**config.mk**
```make
export PLATFORM = sky130hd
export DESIGN_NAME = firebird_pc_ctrl
export DESIGN_NICKNAME = d
export VERILOG_FILES = /design/src/rtl/firebird_pc_ctrl.sv
export SDC_FILE = /design/constraint.sdc
export NUM_CORES = 1
export LEC_CHECK = 0
export CELL_PAD_IN_SITES_DETAIL_PLACEMENT = 1
export CELL_PAD_IN_SITES_GLOBAL_PLACEMENT = 2
export CORE_UTILIZATION = 20
export CTS_BUF_LIST = sky130_fd_sc_hd__clkbuf_8
export DETAILED_ROUTE_END_ITERATION = 8
export PLACE_DENSITY = 0.83
export SYNTH_ARGS = -nofsm -noshare
export SYNTH_HDL_FRONTEND = slang
export SYNTH_SLANG_ARGS = --single-unit
export TNS_END_PERCENT = 100
```
**constraint.sdc**
```tcl
create_clock -name clk -period 4.9 [get_ports clk]
set_clock_uncertainty 0.05 [all_clocks]
set_input_delay 1.225 -clock clk [delete_from_list [all_inputs] [get_ports clk]]
set_output_delay 1.225 -clock clk [all_outputs]
set_load 0.02 [all_outputs]
```
**src/rtl/firebird_pc_ctrl.sv**
```systemverilog
// firebird_pc_ctrl: fetch/commit sequencer for the firebird_pc register.
// Runs the instruction-memory fetch handshake and picks the next PC:
// sequential, branch, jump or trap vector.
// Optional build macro FIREBIRD_PC_CTRL_TRACE_EN adds retire_cnt/retire_pc.
module firebird_pc_ctrl #(
   parameter int unsigned         PC_W         = 32,
   parameter logic [PC_W-1:0]     RESET_VECTOR = PC_W'(32'h0000_0000),
   parameter logic [PC_W-1:0]     TRAP_VECTOR  = PC_W'(32'h0000_0100)
) (
   input  logic            clk,
   input  logic            pc_ctrl_reset_n,
   input  logic [PC_W-1:0] cur_pc,
   output logic [PC_W-1:0] new_address,
   output logic            imem_req,
   output logic [PC_W-1:0] imem_addr,
   input  logic            imem_ack,
   input  logic [31:0]     imem_rdata,
   output logic [31:0]     instr_o,
   output logic            instr_valid,
   input  logic            exec_stall,
   input  logic            branch_taken,
   input  logic [PC_W-1:0] branch_target,
   input  logic            jump,
   input  logic [PC_W-1:0] jump_target,
   input  logic            illegal,
   input  logic            irq,
   output logic            trap_valid,
   output logic [1:0]      trap_cause,
   output logic [PC_W-1:0] trap_epc
`ifdef FIREBIRD_PC_CTRL_TRACE_EN
   ,
   output logic [31:0]     retire_cnt,
   output logic [PC_W-1:0] retire_pc
`endif
);

   typedef enum logic [1:0] {BOOT, FETCH, COMMIT} state_t;

   state_t          state, state_nxt;
   logic            irq_pend;
   logic [PC_W-1:0] target;
   logic            misaligned;
   logic [1:0]      cause_d;
   logic            commit_go;
   logic            trap_take;

   assign imem_addr = cur_pc;

   // Redirect target and trap classification for the instruction in COMMIT
   always_comb begin
      if (jump)
         target = jump_target;
      else if (branch_taken)
         target = branch_target;
      else
         target = cur_pc + PC_W'(4);
      misaligned = (jump | branch_taken) & (target[1:0] != 2'b00);
      if (illegal)
         cause_d = 2'd1;
      else if (misaligned)
         cause_d = 2'd2;
      else if (irq_pend)
         cause_d = 2'd3;
      else
         cause_d = 2'd0;
      commit_go = (state == COMMIT) & ~exec_stall;
      trap_take = commit_go & (cause_d != 2'd0);
   end

   // State register
   always_ff @(posedge clk) begin
      if (!pc_ctrl_reset_n)
         state <= BOOT;
      else
         state <= state_nxt;
   end

   // Next-state logic
   always_comb begin
      state_nxt = state;
      unique case (state)
         BOOT:    state_nxt = FETCH;
         FETCH:   if (imem_ack) state_nxt = COMMIT;
         COMMIT:  if (!exec_stall) state_nxt = FETCH;
         default: state_nxt = BOOT;
      endcase
   end

   // State-decoded outputs and next PC selection
   always_comb begin
      imem_req    = 1'b0;
      instr_valid = 1'b0;
      new_address = cur_pc;
      unique case (state)
         BOOT:    new_address = RESET_VECTOR;
         FETCH:   imem_req = 1'b1;
         COMMIT: begin
            instr_valid = 1'b1;
            if (!exec_stall)
               new_address = (cause_d != 2'd0) ? TRAP_VECTOR : target;
         end
         default: new_address = cur_pc;
      endcase
   end

   // Instruction latch, trap reporting and pending interrupt
   always_ff @(posedge clk) begin
      if (!pc_ctrl_reset_n) begin
         instr_o    <= '0;
         irq_pend   <= 1'b0;
         trap_valid <= 1'b0;
         trap_cause <= '0;
         trap_epc   <= '0;
      end else begin
         if (state == FETCH && imem_ack)
            instr_o <= imem_rdata;
         // irq arriving in the clearing cycle keeps the request pending
         irq_pend   <= irq | (irq_pend & ~(trap_take & (cause_d == 2'd3)));
         trap_valid <= trap_take;
         if (trap_take) begin
            trap_cause <= cause_d;
            trap_epc   <= (cause_d == 2'd3) ? target : cur_pc;
         end
      end
   end

`ifdef FIREBIRD_PC_CTRL_TRACE_EN
   // Retirement trace: plain commits and irq traps retire the instruction
   always_ff @(posedge clk) begin
      if (!pc_ctrl_reset_n) begin
         retire_cnt <= '0;
         retire_pc  <= '0;
      end else if (commit_go && (cause_d == 2'd0 || cause_d == 2'd3)) begin
         retire_cnt <= retire_cnt + 32'd1;
         retire_pc  <= cur_pc;
      end
   end
`endif

endmodule

```
# --- Yosys cells after proc, flatten, opt, wreduce, memory -nomap -nowiden ---
# Cells that the tools add are included.
word_totals:
  latch_bits: 0
  regBits: 70
  input_bits: 136
  romBits: 0
  ram_bits: 0
  elab_cells: 40
  memories: 0
op_classes:
  n_shift: 0
  n_mul: 0
  eq_ne: 5
  reduce_logical: 5
  muxes: 14
  order_cmp: 0
  n_bitwise: 9
  add_sub_neg: 1
  div: 0
ops:
  columns: ["operator", "count"]
  rows:
  - ["32-bit 2-to-1 mux", 5]
  - ["32-bit one-hot mux with 2 select lines", 1]
  - ["32-bit by 3-bit adder with 32-bit output (second input constant)", 1]
  - ["2-bit 2-to-1 mux", 5]
  - ["2-bit one-hot mux with 3 select lines", 1]
  - ["1-bit AND", 5]
  - ["2-bit equality test (second input constant)", 2]
  - ["2-bit != test (second input constant)", 2]
  - ["2-bit nonzero test", 2]
  - ["2-bit by 1-bit equality test with 1-bit output (second input constant)", 1]
  - ["2-bit zero test", 1]
  - ["1-bit 2-to-1 mux", 2]
  - ["1-bit inverter", 2]
  - ["1-bit bitwise OR", 2]
  - ["2-bit AND reduction", 1]
  - ["1-bit logical AND", 1]

# --- Logic depth before layout (Yosys ltp) ---
# Gate-level depths: netlist of run 1.
depth:
  word_depth: 13
  ltp_mapped: 9
  depth_no_buf: 7

# --- Least setup slack after synthesis of run 1 ---
# No wires, ideal clock.
synth_path:
  path_kind: "in2out"
  from: "input port cur_pc[2]"
  to: "output port new_address[26]"
  slack_ns: 0.408
  arrival_time_ns: 3.217
  stages: 8
  cell_sequence: "ha_1 nand4_4 or4_4 buf_6 nor3_1 xor2_1 a222oi_1 o21ai_0"
synth_via:
  elab_chain_len: 6
synth_lines:
  columns: ["element", "line_no", "text"]
  rows:
  - ["from (decl)", "12", "input logic [PC_W-1:0] cur_pc,"]
  - ["32-bit by 3-bit adder with 32-bit output", "56", "target = cur_pc + PC_W'(4);"]
  - ["32-bit 2-to-1 mux", "53", "else if (branch_taken)"]
  - ["32-bit 2-to-1 mux", "51", "if (jump)"]
  - ["32-bit 2-to-1 mux", "100", "new_address = (cause_d != 2'd0) ? TRAP_VECTOR : target;"]
  - ["32-bit 2-to-1 mux", "99", "if (!exec_stall)"]
  - ["32-bit one-hot mux with 2 select lines", "94", "unique case (state)"]
  - ["to (decl)", "13", "output logic [PC_W-1:0] new_address,"]
# Every way passes these cells.

# --- Worst setup path in the final report of run 1 ---
layout_path:
  from: "input port cur_pc[2]"
  to: "output port new_address[30]"
# Same word-level chain as after synthesis.

==> results.sh, run 1 <==
export IMPL_relSlewSlack=0.321
export IMPL_min_path_type="flop to flop"
export IMPL_vias_per_cell=4.83
export IMPL_fin_crit_ns=4.88
export IMPL_timing_rr_start="state[1]"
export IMPL_place_area_mm2=0.00819
export IMPL_synth_edff_count=0
export IMPL_r2r_end="trap_epc[24]"
export IMPL_core_area_mm2=0.0228
export IMPL_cts_htree_levels=3
export IMPL_wire_per_inst_um=19.4
export IMPL_synth_commonest_cells="127 x nand2_1, 70 x dfxtp_1, 60 x a21oi_1, 51 x o21ai_0, 48 x clkbuf_1"
export IMPL_critical_path_depth=10
export IMPL_timing_final_max_slew_violations=0
export IMPL_dp_cells=1266
export IMPL_dpl_hpwl_um=19100
export IMPL_wl_um=25100
export IMPL_ff2ff_path_depth=6
export IMPL_yosys_top_cells_area="dfxtp_1 30%, nand2_1 10%, a21oi_1 6.4%"
export IMPL_synthMuxAreaShare=0.0171
export IMPL_num_vias=6255
export IMPL_hold_depth=2
export IMPL_grt_pass1_wl_um=37800
export IMPL_root_buffer="clkbuf_8"
export IMPL_ys_flop_type="dfxtp_1"
export IMPL_die_h_um=155
export IMPL_combPwrFrac=0.351
export IMPL_net_switching_power_mw=0.587
export IMPL_syn_mean_instance_area_um2=7.11
export IMPL_maxCapViolCount=0
export IMPL_holdPathEnd="instr_o[30]"
export IMPL_hold_buffers=0
export IMPL_p_seq_frac=0.352
export IMPL_cts_buffer_depth=2
export IMPL_ant_nets=0
export IMPL_worst_hold_slack_ns=0.409
export IMPL_yosys_warnings=0
export IMPL_cts_tree="yes"
export IMPL_pre_cts_ws_ns=-0.645
export IMPL_ys_ff_latch=70
export IMPL_ff2ff_setup_slack_ns=2.35
export IMPL_diodes=0
export IMPL_finalCritPeriodShare=0.995
export IMPL_io_buffers=268
export IMPL_p_int_mw=1.12
export IMPL_synth_simple_gate_area_frac=0.271
export IMPL_start_util=0.205
export IMPL_clockPowerShare=0.298
export IMPL_syn_nets=795
export IMPL_min_from="instr_o[30]"
export IMPL_synth_cell_types=62
export IMPL_seq_area_frac_synth=0.299
export IMPL_crit_buf_inv=3
export IMPL_fp_dieW_um=155
export IMPL_critPathKind="input pin to primary output"
export IMPL_area_delta_synth_final_pct=82.4
export IMPL_synthXorXnorAreaFrac=0.0299
export IMPL_layout_drive_gt1_share=0.187
export IMPL_worst_pin_slew_ns=1.02
export IMPL_p_sw_frac=0.344
export IMPL_fmax_ghz=0.205
export IMPL_cp_required_ns=3.62
export IMPL_gp_congestion=0.820
export IMPL_ir_worst_vdd_v=0.000119
export IMPL_setup_violations=0
export IMPL_status="completed"
export IMPL_rsz0062_at_grt="true"
export IMPL_cpMaxStageDelayCell="or4_4"
export IMPL_cts_clk_slew_worst_paths_ns=0.09
export IMPL_syn_inst=658
export IMPL_synthesis_area_mm2=0.00468
export IMPL_synth_compound_area_share=0.276
export IMPL_critPathLaunchType="input pin"
export IMPL_track_usage=0.206
export IMPL_layout_nets=1113
export IMPL_yosysTopAreaCellShare=0.299
export IMPL_worstPathCellList="clkdlybuf4s15_1, ha_2, nand4_4, or4_4, buf_6, nor4_4, xor2_1, nor2_1, o31ai_2, buf_4"
export IMPL_yosysMostFrequentCell="nand2_1"
export IMPL_first_pass_iters=5
export IMPL_antenna_found_initial=0
export IMPL_end_kind="primary output"
export IMPL_grt_max_degree=50
export IMPL_power_leakage_nw=3.36
export IMPL_fp_row_count=55
export IMPL_pin_count=269
export IMPL_p_per_area_mw_per_mm2=200
export IMPL_drt_iter0_markers=279
export IMPL_final_setup_worst_slack_ns=0.0240
export IMPL_slowest_delay_ns=0.62
export IMPL_critPathArrivalTime_ns=3.60
export IMPL_finish_instance_area_mm2=0.00854
export IMPL_final_cells=1294
export IMPL_worstSkewPairLatency_ns=0.37
export IMPL_grt_overflow_total=0
export IMPL_synthAdderAreaFrac=0.00267
export IMPL_cpLargestDelayFamily="simple AND/OR/NAND/NOR gates"
export IMPL_synthArstFlopShare=0
export IMPL_first_global_vias=6630
export IMPL_drcViolationCount=0
export IMPL_crit_fanout=6
export IMPL_yosysTopAreaCell="dfxtp_1"
export IMPL_hold_viol_final=0
export IMPL_clkSinkCount=70
export IMPL_synth_top_family_by_area="compound AO/OA/AOI/OAI gates"
export IMPL_fp_dieArea_mm2=0.0240
export IMPL_cts_buffers=9
==> what timing repair did <==
item                       in CTS  in global routing
pin swaps                       7                  7
setup endpoints to repair      24                 23
setup buffers                  10                  2
gates resized for setup        73                 31
hold endpoints to repair        0                  0
==> stage by stage <==
stage                util  total power, mW  TNS (ns)
finish              0.375             1.71         0
global placement    0.360             1.21     -8.94
global route        0.375             1.80    -0.263
floorplan               -            0.859         0
detailed placement  0.360             1.21     -9.85
CTS                 0.373             1.73         0
==> worst min-delay path: stages (launching register included) <==
cell,delay (ns)
dfxtp_1,0.32
nand2_1,0.05
a21oi_1,0.05
==> power by group through the flow <==
stage | registers (mW) | clock network (mW) | logic [mW]
5_1_grt | 0.603 | 0.554 | 0.642
2_1_floorplan | 0.634 | 0 | 0.225
3_3_place_gp | 0.612 | 0 | 0.593
3_5_place_dp | 0.614 | 0 | 0.598
6_report | 0.600 | 0.508 | 0.598
4_1_cts | 0.600 | 0.529 | 0.601
==> placed cells by master, fill, tap and decap left out, types with 5 or more instances in the layout <==
cell	n
and3_1	5
xnor2_1	7
o21ai_0	45
mux2i_1	8
o221ai_1	18
clkdlybuf4s50_1	232
buf_2	7
o211ai_1	7
clkbuf_8	9
nand2_1	127
buf_4	121
a21oi_1	58
nor2_1	35
nand3_1	42
dlygate4sd2_1	12
nand4_1	7
o21ai_1	7
dlymetal6s2s_1	7
nor3_1	9
o22ai_1	6
inv_1	8
a22o_1	5
dfxtp_1	70
xor2_1	9
o21a_1	5
a222oi_1	7
a21o_1	6
==> worst max-delay path by stage <==
stage | startpoint | end | slack [ns]
global route | cur_pc[8] | new_address[30] | -0.12
CTS | cur_pc[9] | new_address[18] | 0.002
global placement | cur_pc[2] | new_address[30] | -0.60
detailed placement | cur_pc[2] | new_address[18] | -0.65
floorplan | cur_pc[2] | new_address[26] | 0.41
finish | cur_pc[2] | new_address[30] | 0.02
==> final cells by class <==
cell class | instances | area (um^2)
Clock buffer | 9 | 124
Tap cell | 313 | 392
Multi-Input combinational cell | 493 | 2890
Fill cell | 2755 | 14200
Sequential cell | 70 | 1400
Clock inverter | 7 | 75.1
Inverter | 10 | 37.5
Timing Repair Buffer | 392 | 3620
==> per-layer routing <==
layer	wire (um)	GRT usage
met2	12000	0.358
met1	10500	0.243
met5	0	0
met3	2020	0.0618
met4	554	0.0636
==> cell families (layout without fill, tap and decap cells) <==
logic type,count (synthesis),after routing
compound gates,200,200
flops,70,70
xor+xnor,16,16
mux,8,8
fa+ha+maj,1,1
simple gates,268,268
buf+inv,95,418
==> state kept, by name, summed over array words and instances (netlist names) <==
name / cells
instr_o: 32
trap_valid: 1
trap_epc: 32
state: 2
trap_cause: 2
irq_pend: 1
Note: power is estimated with default switching activity, not from simulation.
==> inputs of run 2 (changes only) <==
--- a/config.mk
+++ b/config.mk
@@ -14,4 +14,3 @@
 export SYNTH_ARGS = -nofsm -noshare
 export SYNTH_HDL_FRONTEND = slang
 export SYNTH_SLANG_ARGS = --single-unit
-export TNS_END_PERCENT = 100
==> results of run 2 <==
No change in the layout: final DEF, timing and power equal those of run 1.
